**config.mk**
```make
export PLATFORM = sky130hd
export DESIGN_NAME = mem_stage_pipe_flat
export DESIGN_NICKNAME = d
export VERILOG_FILES = /design/src/rtl/mem_stage_pipe_pkg.sv /design/src/rtl/mem_stage_pipe_if.sv /design/src/rtl/mem_stage_pipe_pipe_reg.sv /design/src/rtl/mem_stage_pipe.sv /design/src/flat_wrapper.sv
export SDC_FILE = /design/constraint.sdc
export NUM_CORES = 1
export LEC_CHECK = 0
export CORE_ASPECT_RATIO = 2
export CORE_MARGIN = 8
export CORE_UTILIZATION = 25
export CTS_CLUSTER_SIZE = 8
export DETAILED_ROUTE_END_ITERATION = 16
export PLACE_DENSITY_LB_ADDON = 0.12
export SYNTH_ARGS = -nofsm -noshare
export SYNTH_HDL_FRONTEND = slang
export SYNTH_HIERARCHICAL = 1
export SYNTH_SLANG_ARGS = --single-unit
```
**constraint.sdc**
```tcl
create_clock -name clk -period 1.42 [get_ports clk]
set_input_delay 0.284 -clock clk [delete_from_list [all_inputs] [get_ports clk]]
set_output_delay 0.284 -clock clk [all_outputs]
set_load 0.03 [all_outputs]
```
**src/rtl/mem_stage_pipe_pkg.sv**
```systemverilog
// mem_stage_pipe_pkg: shared widths, register $0 and EX/MEM, MEM/WB field offsets for mem_stage_pipe.
package mem_stage_pipe_pkg;
    localparam int DATA_W = 32;
    localparam int REG_AW = 5;
    localparam logic [REG_AW-1:0] REG_ZERO = '0;
    // EX/MEM vector: {MemWrite, MemtoReg, RegWrite, regwraddr, aluout, wrdata}
    localparam int EM_WD  = 0;
    localparam int EM_ALU = DATA_W;
    localparam int EM_RD  = 2 * DATA_W;
    localparam int EM_RW  = EM_RD + REG_AW;
    localparam int EM_M2R = EM_RW + 1;
    localparam int EM_MW  = EM_M2R + 1;
    localparam int EM_W   = EM_MW + 1;
    // control bits cleared by a flush bubble
    localparam logic [EM_W-1:0] EM_CTRL = {3'b111, {(EM_W-3){1'b0}}};
    // MEM/WB vector: {MemtoReg, RegWrite, regwraddr, aluout, memrddata}
    localparam int MW_RDD = 0;
    localparam int MW_ALU = DATA_W;
    localparam int MW_RD  = 2 * DATA_W;
    localparam int MW_RW  = MW_RD + REG_AW;
    localparam int MW_M2R = MW_RW + 1;
    localparam int MW_W   = MW_M2R + 1;
endpackage

```
**src/rtl/mem_stage_pipe_if.sv**
```systemverilog
// mem_stage_pipe_if: EX-side inputs, data-memory and WB signals of the MEM stage.
// master drives EX controls/data, forward select, DMrddata (and MEMstall when MEM_STALL_EN);
// slave is the stage itself and drives DM*, MEM* and WB* outputs.
interface mem_stage_pipe_if;
    import mem_stage_pipe_pkg::*;
`ifdef MEM_STALL_EN
    logic MEMstall;
`endif
    logic EXflush, EXMemWrite, EXMemtoReg, EXRegWrite;
    logic [REG_AW-1:0] EXregwraddr;
    logic [DATA_W-1:0] EXaluout, EXwrdata;
    logic pre_lw_and_curr_sw;
    logic [DATA_W-1:0] DMrddata, DMaddr, DMwrdata;
    logic DMwe, MEMMemWrite;
    logic [REG_AW-1:0] MEMregwraddr, WBregwraddr;
    logic WBMemtoReg, WBRegWrite;
    logic [DATA_W-1:0] WBmemrddata, WBaluout, WBwrbackdata;
    modport master (
`ifdef MEM_STALL_EN
        output MEMstall,
`endif
        output EXflush, EXMemWrite, EXMemtoReg, EXRegWrite, EXregwraddr, EXaluout, EXwrdata,
        output pre_lw_and_curr_sw, DMrddata,
        input DMaddr, DMwrdata, DMwe, MEMMemWrite, MEMregwraddr,
        input WBMemtoReg, WBRegWrite, WBregwraddr, WBmemrddata, WBaluout, WBwrbackdata
    );
    modport slave (
`ifdef MEM_STALL_EN
        input MEMstall,
`endif
        input EXflush, EXMemWrite, EXMemtoReg, EXRegWrite, EXregwraddr, EXaluout, EXwrdata,
        input pre_lw_and_curr_sw, DMrddata,
        output DMaddr, DMwrdata, DMwe, MEMMemWrite, MEMregwraddr,
        output WBMemtoReg, WBRegWrite, WBregwraddr, WBmemrddata, WBaluout, WBwrbackdata
    );
endinterface

```
**src/rtl/mem_stage_pipe_pipe_reg.sv**
```systemverilog
// pipe_reg: W-bit pipeline register, sync active-low reset, hold (i_en=0) and masked clear.
// Ports: clk, rst_n, i_en (advance), i_clr (zero the CLR_MASK bits of i_d), i_d, o_q.
module pipe_reg #(
    parameter int W = 8,
    parameter logic [W-1:0] CLR_MASK = '0
) (
    input  logic         clk,
    input  logic         rst_n,
    input  logic         i_en,
    input  logic         i_clr,
    input  logic [W-1:0] i_d,
    output logic [W-1:0] o_q
);
    logic [W-1:0] r_q;
    always_ff @(posedge clk) begin
        if (!rst_n) r_q <= '0;
        else if (i_en) r_q <= i_clr ? (i_d & ~CLR_MASK) : i_d;
    end
    assign o_q = r_q;
endmodule

```
**src/rtl/mem_stage_pipe.sv**
```systemverilog
// mem_stage_pipe: MIPS MEM stage - EX/MEM register, data-memory drive with load-to-store forward, MEM/WB register.
// Ports: clk, rst_n (sync, active low), bus (mem_stage_pipe_if.slave).
// Optional macro MEM_STALL_EN adds bus.MEMstall: both registers hold and DMwe is masked while stalled.
module mem_stage_pipe
    import mem_stage_pipe_pkg::*;
(
    input logic clk,
    input logic rst_n,
    mem_stage_pipe_if.slave bus
);
    logic w_en, w_zero;
    logic [EM_W-1:0] w_em_d, w_em_q;
    logic [MW_W-1:0] w_mw_d, w_mw_q;
`ifdef MEM_STALL_EN
    assign w_en = ~bus.MEMstall;
`else
    assign w_en = 1'b1;
`endif
    // writes to $0 never reach WB; the store path keeps its MemWrite
    assign w_zero = bus.EXregwraddr == REG_ZERO;
    assign w_em_d = {bus.EXMemWrite, bus.EXMemtoReg & ~w_zero, bus.EXRegWrite & ~w_zero,
                     bus.EXregwraddr, bus.EXaluout, bus.EXwrdata};
    // stall disables the register entirely, so a flush during stall is dropped
    pipe_reg #(.W(EM_W), .CLR_MASK(EM_CTRL)) u_ex_mem (
        .clk(clk), .rst_n(rst_n), .i_en(w_en), .i_clr(bus.EXflush), .i_d(w_em_d), .o_q(w_em_q)
    );
    assign w_mw_d = {w_em_q[EM_M2R], w_em_q[EM_RW], w_em_q[EM_RD +: REG_AW],
                     w_em_q[EM_ALU +: DATA_W], bus.DMrddata};
    pipe_reg #(.W(MW_W), .CLR_MASK('0)) u_mem_wb (
        .clk(clk), .rst_n(rst_n), .i_en(w_en), .i_clr(1'b0), .i_d(w_mw_d), .o_q(w_mw_q)
    );
    assign bus.DMaddr       = w_em_q[EM_ALU +: DATA_W];
    assign bus.DMwrdata     = bus.pre_lw_and_curr_sw ? w_mw_q[MW_RDD +: DATA_W] : w_em_q[EM_WD +: DATA_W];
    assign bus.DMwe         = w_em_q[EM_MW] & w_en;
    assign bus.MEMMemWrite  = w_em_q[EM_MW];
    assign bus.MEMregwraddr = w_em_q[EM_RD +: REG_AW];
    assign bus.WBMemtoReg   = w_mw_q[MW_M2R];
    assign bus.WBRegWrite   = w_mw_q[MW_RW];
    assign bus.WBregwraddr  = w_mw_q[MW_RD +: REG_AW];
    assign bus.WBmemrddata  = w_mw_q[MW_RDD +: DATA_W];
    assign bus.WBaluout     = w_mw_q[MW_ALU +: DATA_W];
    assign bus.WBwrbackdata = w_mw_q[MW_M2R] ? w_mw_q[MW_RDD +: DATA_W] : w_mw_q[MW_ALU +: DATA_W];
endmodule

```
**src/flat_wrapper.sv**
```systemverilog
// flat-port wrapper written by rule: the top's interface ports become plain ports
module mem_stage_pipe_flat import mem_stage_pipe_pkg::*;
  (clk, rst_n, bus_EXflush, bus_EXMemWrite, bus_EXMemtoReg, bus_EXRegWrite, bus_EXregwraddr, bus_EXaluout, bus_EXwrdata, bus_pre_lw_and_curr_sw, bus_DMrddata, bus_DMaddr, bus_DMwrdata, bus_DMwe, bus_MEMMemWrite, bus_MEMregwraddr, bus_WBMemtoReg, bus_WBRegWrite, bus_WBregwraddr, bus_WBmemrddata, bus_WBaluout, bus_WBwrbackdata);
  mem_stage_pipe_if bus_i ();
  input logic clk;
  input logic rst_n;
  input wire logic [$bits(bus_i.EXflush)-1:0] bus_EXflush;
  input wire logic [$bits(bus_i.EXMemWrite)-1:0] bus_EXMemWrite;
  input wire logic [$bits(bus_i.EXMemtoReg)-1:0] bus_EXMemtoReg;
  input wire logic [$bits(bus_i.EXRegWrite)-1:0] bus_EXRegWrite;
  input wire logic [$bits(bus_i.EXregwraddr)-1:0] bus_EXregwraddr;
  input wire logic [$bits(bus_i.EXaluout)-1:0] bus_EXaluout;
  input wire logic [$bits(bus_i.EXwrdata)-1:0] bus_EXwrdata;
  input wire logic [$bits(bus_i.pre_lw_and_curr_sw)-1:0] bus_pre_lw_and_curr_sw;
  input wire logic [$bits(bus_i.DMrddata)-1:0] bus_DMrddata;
  output wire logic [$bits(bus_i.DMaddr)-1:0] bus_DMaddr;
  output wire logic [$bits(bus_i.DMwrdata)-1:0] bus_DMwrdata;
  output wire logic [$bits(bus_i.DMwe)-1:0] bus_DMwe;
  output wire logic [$bits(bus_i.MEMMemWrite)-1:0] bus_MEMMemWrite;
  output wire logic [$bits(bus_i.MEMregwraddr)-1:0] bus_MEMregwraddr;
  output wire logic [$bits(bus_i.WBMemtoReg)-1:0] bus_WBMemtoReg;
  output wire logic [$bits(bus_i.WBRegWrite)-1:0] bus_WBRegWrite;
  output wire logic [$bits(bus_i.WBregwraddr)-1:0] bus_WBregwraddr;
  output wire logic [$bits(bus_i.WBmemrddata)-1:0] bus_WBmemrddata;
  output wire logic [$bits(bus_i.WBaluout)-1:0] bus_WBaluout;
  output wire logic [$bits(bus_i.WBwrbackdata)-1:0] bus_WBwrbackdata;
  assign bus_i.EXflush = bus_EXflush;
  assign bus_i.EXMemWrite = bus_EXMemWrite;
  assign bus_i.EXMemtoReg = bus_EXMemtoReg;
  assign bus_i.EXRegWrite = bus_EXRegWrite;
  assign bus_i.EXregwraddr = bus_EXregwraddr;
  assign bus_i.EXaluout = bus_EXaluout;
  assign bus_i.EXwrdata = bus_EXwrdata;
  assign bus_i.pre_lw_and_curr_sw = bus_pre_lw_and_curr_sw;
  assign bus_i.DMrddata = bus_DMrddata;
  assign bus_DMaddr = bus_i.DMaddr;
  assign bus_DMwrdata = bus_i.DMwrdata;
  assign bus_DMwe = bus_i.DMwe;
  assign bus_MEMMemWrite = bus_i.MEMMemWrite;
  assign bus_MEMregwraddr = bus_i.MEMregwraddr;
  assign bus_WBMemtoReg = bus_i.WBMemtoReg;
  assign bus_WBRegWrite = bus_i.WBRegWrite;
  assign bus_WBregwraddr = bus_i.WBregwraddr;
  assign bus_WBmemrddata = bus_i.WBmemrddata;
  assign bus_WBaluout = bus_i.WBaluout;
  assign bus_WBwrbackdata = bus_i.WBwrbackdata;
  mem_stage_pipe u_core (.clk(clk), .rst_n(rst_n), .bus(bus_i));
endmodule
```
==> impl_metrics.yaml <==
status:
  status: "finished with violations"
  violations: "negative setup slack"
routing:
  firstDrtPassIters: 4
  top_layer: "met4"
  vias_per_cell: 4.12
  wl_met1_mm: 8.85
  dr_wl_met2_mm: 9.48
  drtIter0Drc: 143
  wirelength_mm: 21.2
  drc: 0
  wl_per_cell_um: 17.3
  drtAntennaViolNets: 0
  wl_met3_mm: 2.58
  vias: 5034
worst_hold_path:
  whs_path_depth: 2
  hp-start: "rst_n"
  hold_path_end: "u_core/u_mem_wb/o_q[50]"
  hold_class: "in -> reg"
clock_network:
  cts_buffer_depth: 2
  cts_tree: "done"
  root_buffer: "clkbuf_16"
  cts.sinks: 143
  cts_max_level: 4
  clk_pin_slew_ps: 60
  clk_latency_ps: 430
  cts_made_buffers: 17
  cts_hold_buf: 0
timing:
  finalCritPeriodShare_pct: 124
  setup_slack_ps: -338
  final-hold-violation-count: 0
  drv_slew: 0
  tns_ps: -11060
  period_needed_ps: 1760
  skew_ps: 7.55
  rsz0062_at_grt: "yes"
  timing.fmax_mhz: 569
  setup-violations-final: 65
power_and_ir_drop:
  p_sw_share_pct: 26.8
  p_comb_share_pct: 21.1
  worst_ir_drop_vdd_mv: 0.610
  total_power_mw: 11.0
  p_leak_nw: 4.79
  clockPowerShare_pct: 39.0
  power.density_nw_per_um2: 1020
  power_switching_mw: 2.96
  seqPwrFrac_pct: 39.9
  p_int_mw: 8.08
worst_setup_path:
  worstSetupPathType: "reg -> out"
  crit_slowest_cell: "dfxtp_4"
  reg2reg_slack_ps: 690
  arrival_ps: 1470
  crit_path_cell_trace: "buf_12 -> mux2_4 -> buf_6"
  cp.required_ps: 1140
  regToRegEndpoint: "u_core/u_mem_wb/o_q[63]"
  r2r_start: "u_core/u_ex_mem/o_q[63]"
  worst-path-buf-inv: 2
  end_kind: "output pin"
  worstSetupStartpointType: "flip-flop"
  critPathMaxStageDelay_ps: 400
  cp_top_family: "flip-flops"
  rr_worst_depth: 3
  crit_fanout: 12
layout:
  multiInputGateArea_um2: 3330
  syn_to_final_growth_pct: 63.9
  seqCellArea_um2: 2910
  final_nets: 975
  drive_gt1_share_pct: 42.0
  fillCellCount: 2614
logic_synthesis:
  synth_cells: 541
  yosysWarnings: 6
  syn_area_per_cell_um2: 12.2
  synth_area_um2: 6570
die:
  core_um2: 26100
  die_area_um2: 32100
  die_x_um: 131
  start_util_pct: 25.2
  die_h_um: 245
  io_pins: 282
  rows: 84
place:
  port_buffers: 281
  gp_congestion: 0.716
  pre_cts_slack_ps: -512
  post-dp-hpwl_mm: 15.0
global_routing:
  grt_pass1_wl_mm: 31.4
  antenna_found_initial: 1
  grt_use_total_pct: 13.1
  grt_max_degree: 72
  grt_pass1_vias: 5433
  grt_overflow: 0
flow_run:
  max_cap_viol_count: 0
## cells in the final DEF, fill, tap and decap left out, drive strengths merged
cell           count
nor4               1
nor2b            140
buf              200
mux2              64
mux2i            140
clkdlybuf4s50    105
clkdlybuf4s15     35
nand3b             3
bufinv             1
inv                1
clkbuf            26
clkinv             2
nand2              3
nand4b             3
diode              1
conb               4
dfxtp            143
clkinvlp           2
a21boi             2
clkdlybuf4s18      3
## flip-flops by register name (all words and copies together), names as in the netlist
name                 flops
u_core/u_mem_wb/o_q     71
u_core/u_ex_mem/o_q     72
## power by group through the flow
stage | Combinational, mW | Clock (mW) | Sequential [mW]
2_1_floorplan | 0.992 | 0 | 4.75
3_3_place_gp | 2.31 | 0 | 4.48
3_5_place_dp | 2.33 | 0 | 4.48
4_1_cts | 2.35 | 4.49 | 4.40
5_1_grt | 2.48 | 4.67 | 4.43
6_report | 2.33 | 4.31 | 4.40
## repair_timing
action	4_1_cts	5_1_grt
pin swaps	0	0
buffers inserted	3	0
endpoints found under the setup margin	144	94
gates resized for setup	559	64
gates cloned	1	0
endpoints found under the hold margin	0	0
## per-stage QoR
stage,cell area (um2),hold WS (ps),instances,util [%]
2_1_floorplan,6590,412,544,-
3_3_place_gp,10100,513,1190,38.8
3_5_place_dp,10100,524,1190,38.8
4_1_cts,10900,229,1223,41.8
5_1_grt,10800,243,1222,41.3
6_report,10800,250,1223,41.3
## layer usage
metal	up-vias	global-route usage (%)
li1	2476	-
met1	2341	14.8
met2	203	20.1
met3	14	7.54
met4	0	4.59
met5	-	0
## cell type report
cell class / instances / share of cell area (%)
Timing Repair Buffer: 344 / 32.8
Multi-Input combinational cell: 360 / 30.9
Clock buffer: 25 / 4.69
Antenna cell: 1 / 0.0232
Tap cell: 344 / 3.99
Clock inverter: 5 / 0.511
Inverter: 1 / 0.0348
Sequential cell: 143 / 27.0
## how the worst max path moves through the flow
stage / from / endpoint / slack (ps) / cells after the start
floorplan: u_core/u_mem_wb/o_q[70] / bus_WBwrbackdata[0] / 60 / 3
detailed placement: bus_pre_lw_and_curr_sw / bus_DMwrdata[5] / -510 / 4
global placement: bus_pre_lw_and_curr_sw / bus_DMwrdata[5] / -500 / 4
finish: u_core/u_mem_wb/o_q[70] / bus_WBwrbackdata[13] / -340 / 3
global route: u_core/u_mem_wb/o_q[70] / bus_WBwrbackdata[29] / -400 / 3
CTS: u_core/u_mem_wb/o_q[70] / bus_WBwrbackdata[1] / -460 / 4
No activity file was read; power rests on OpenSTA's default activity.
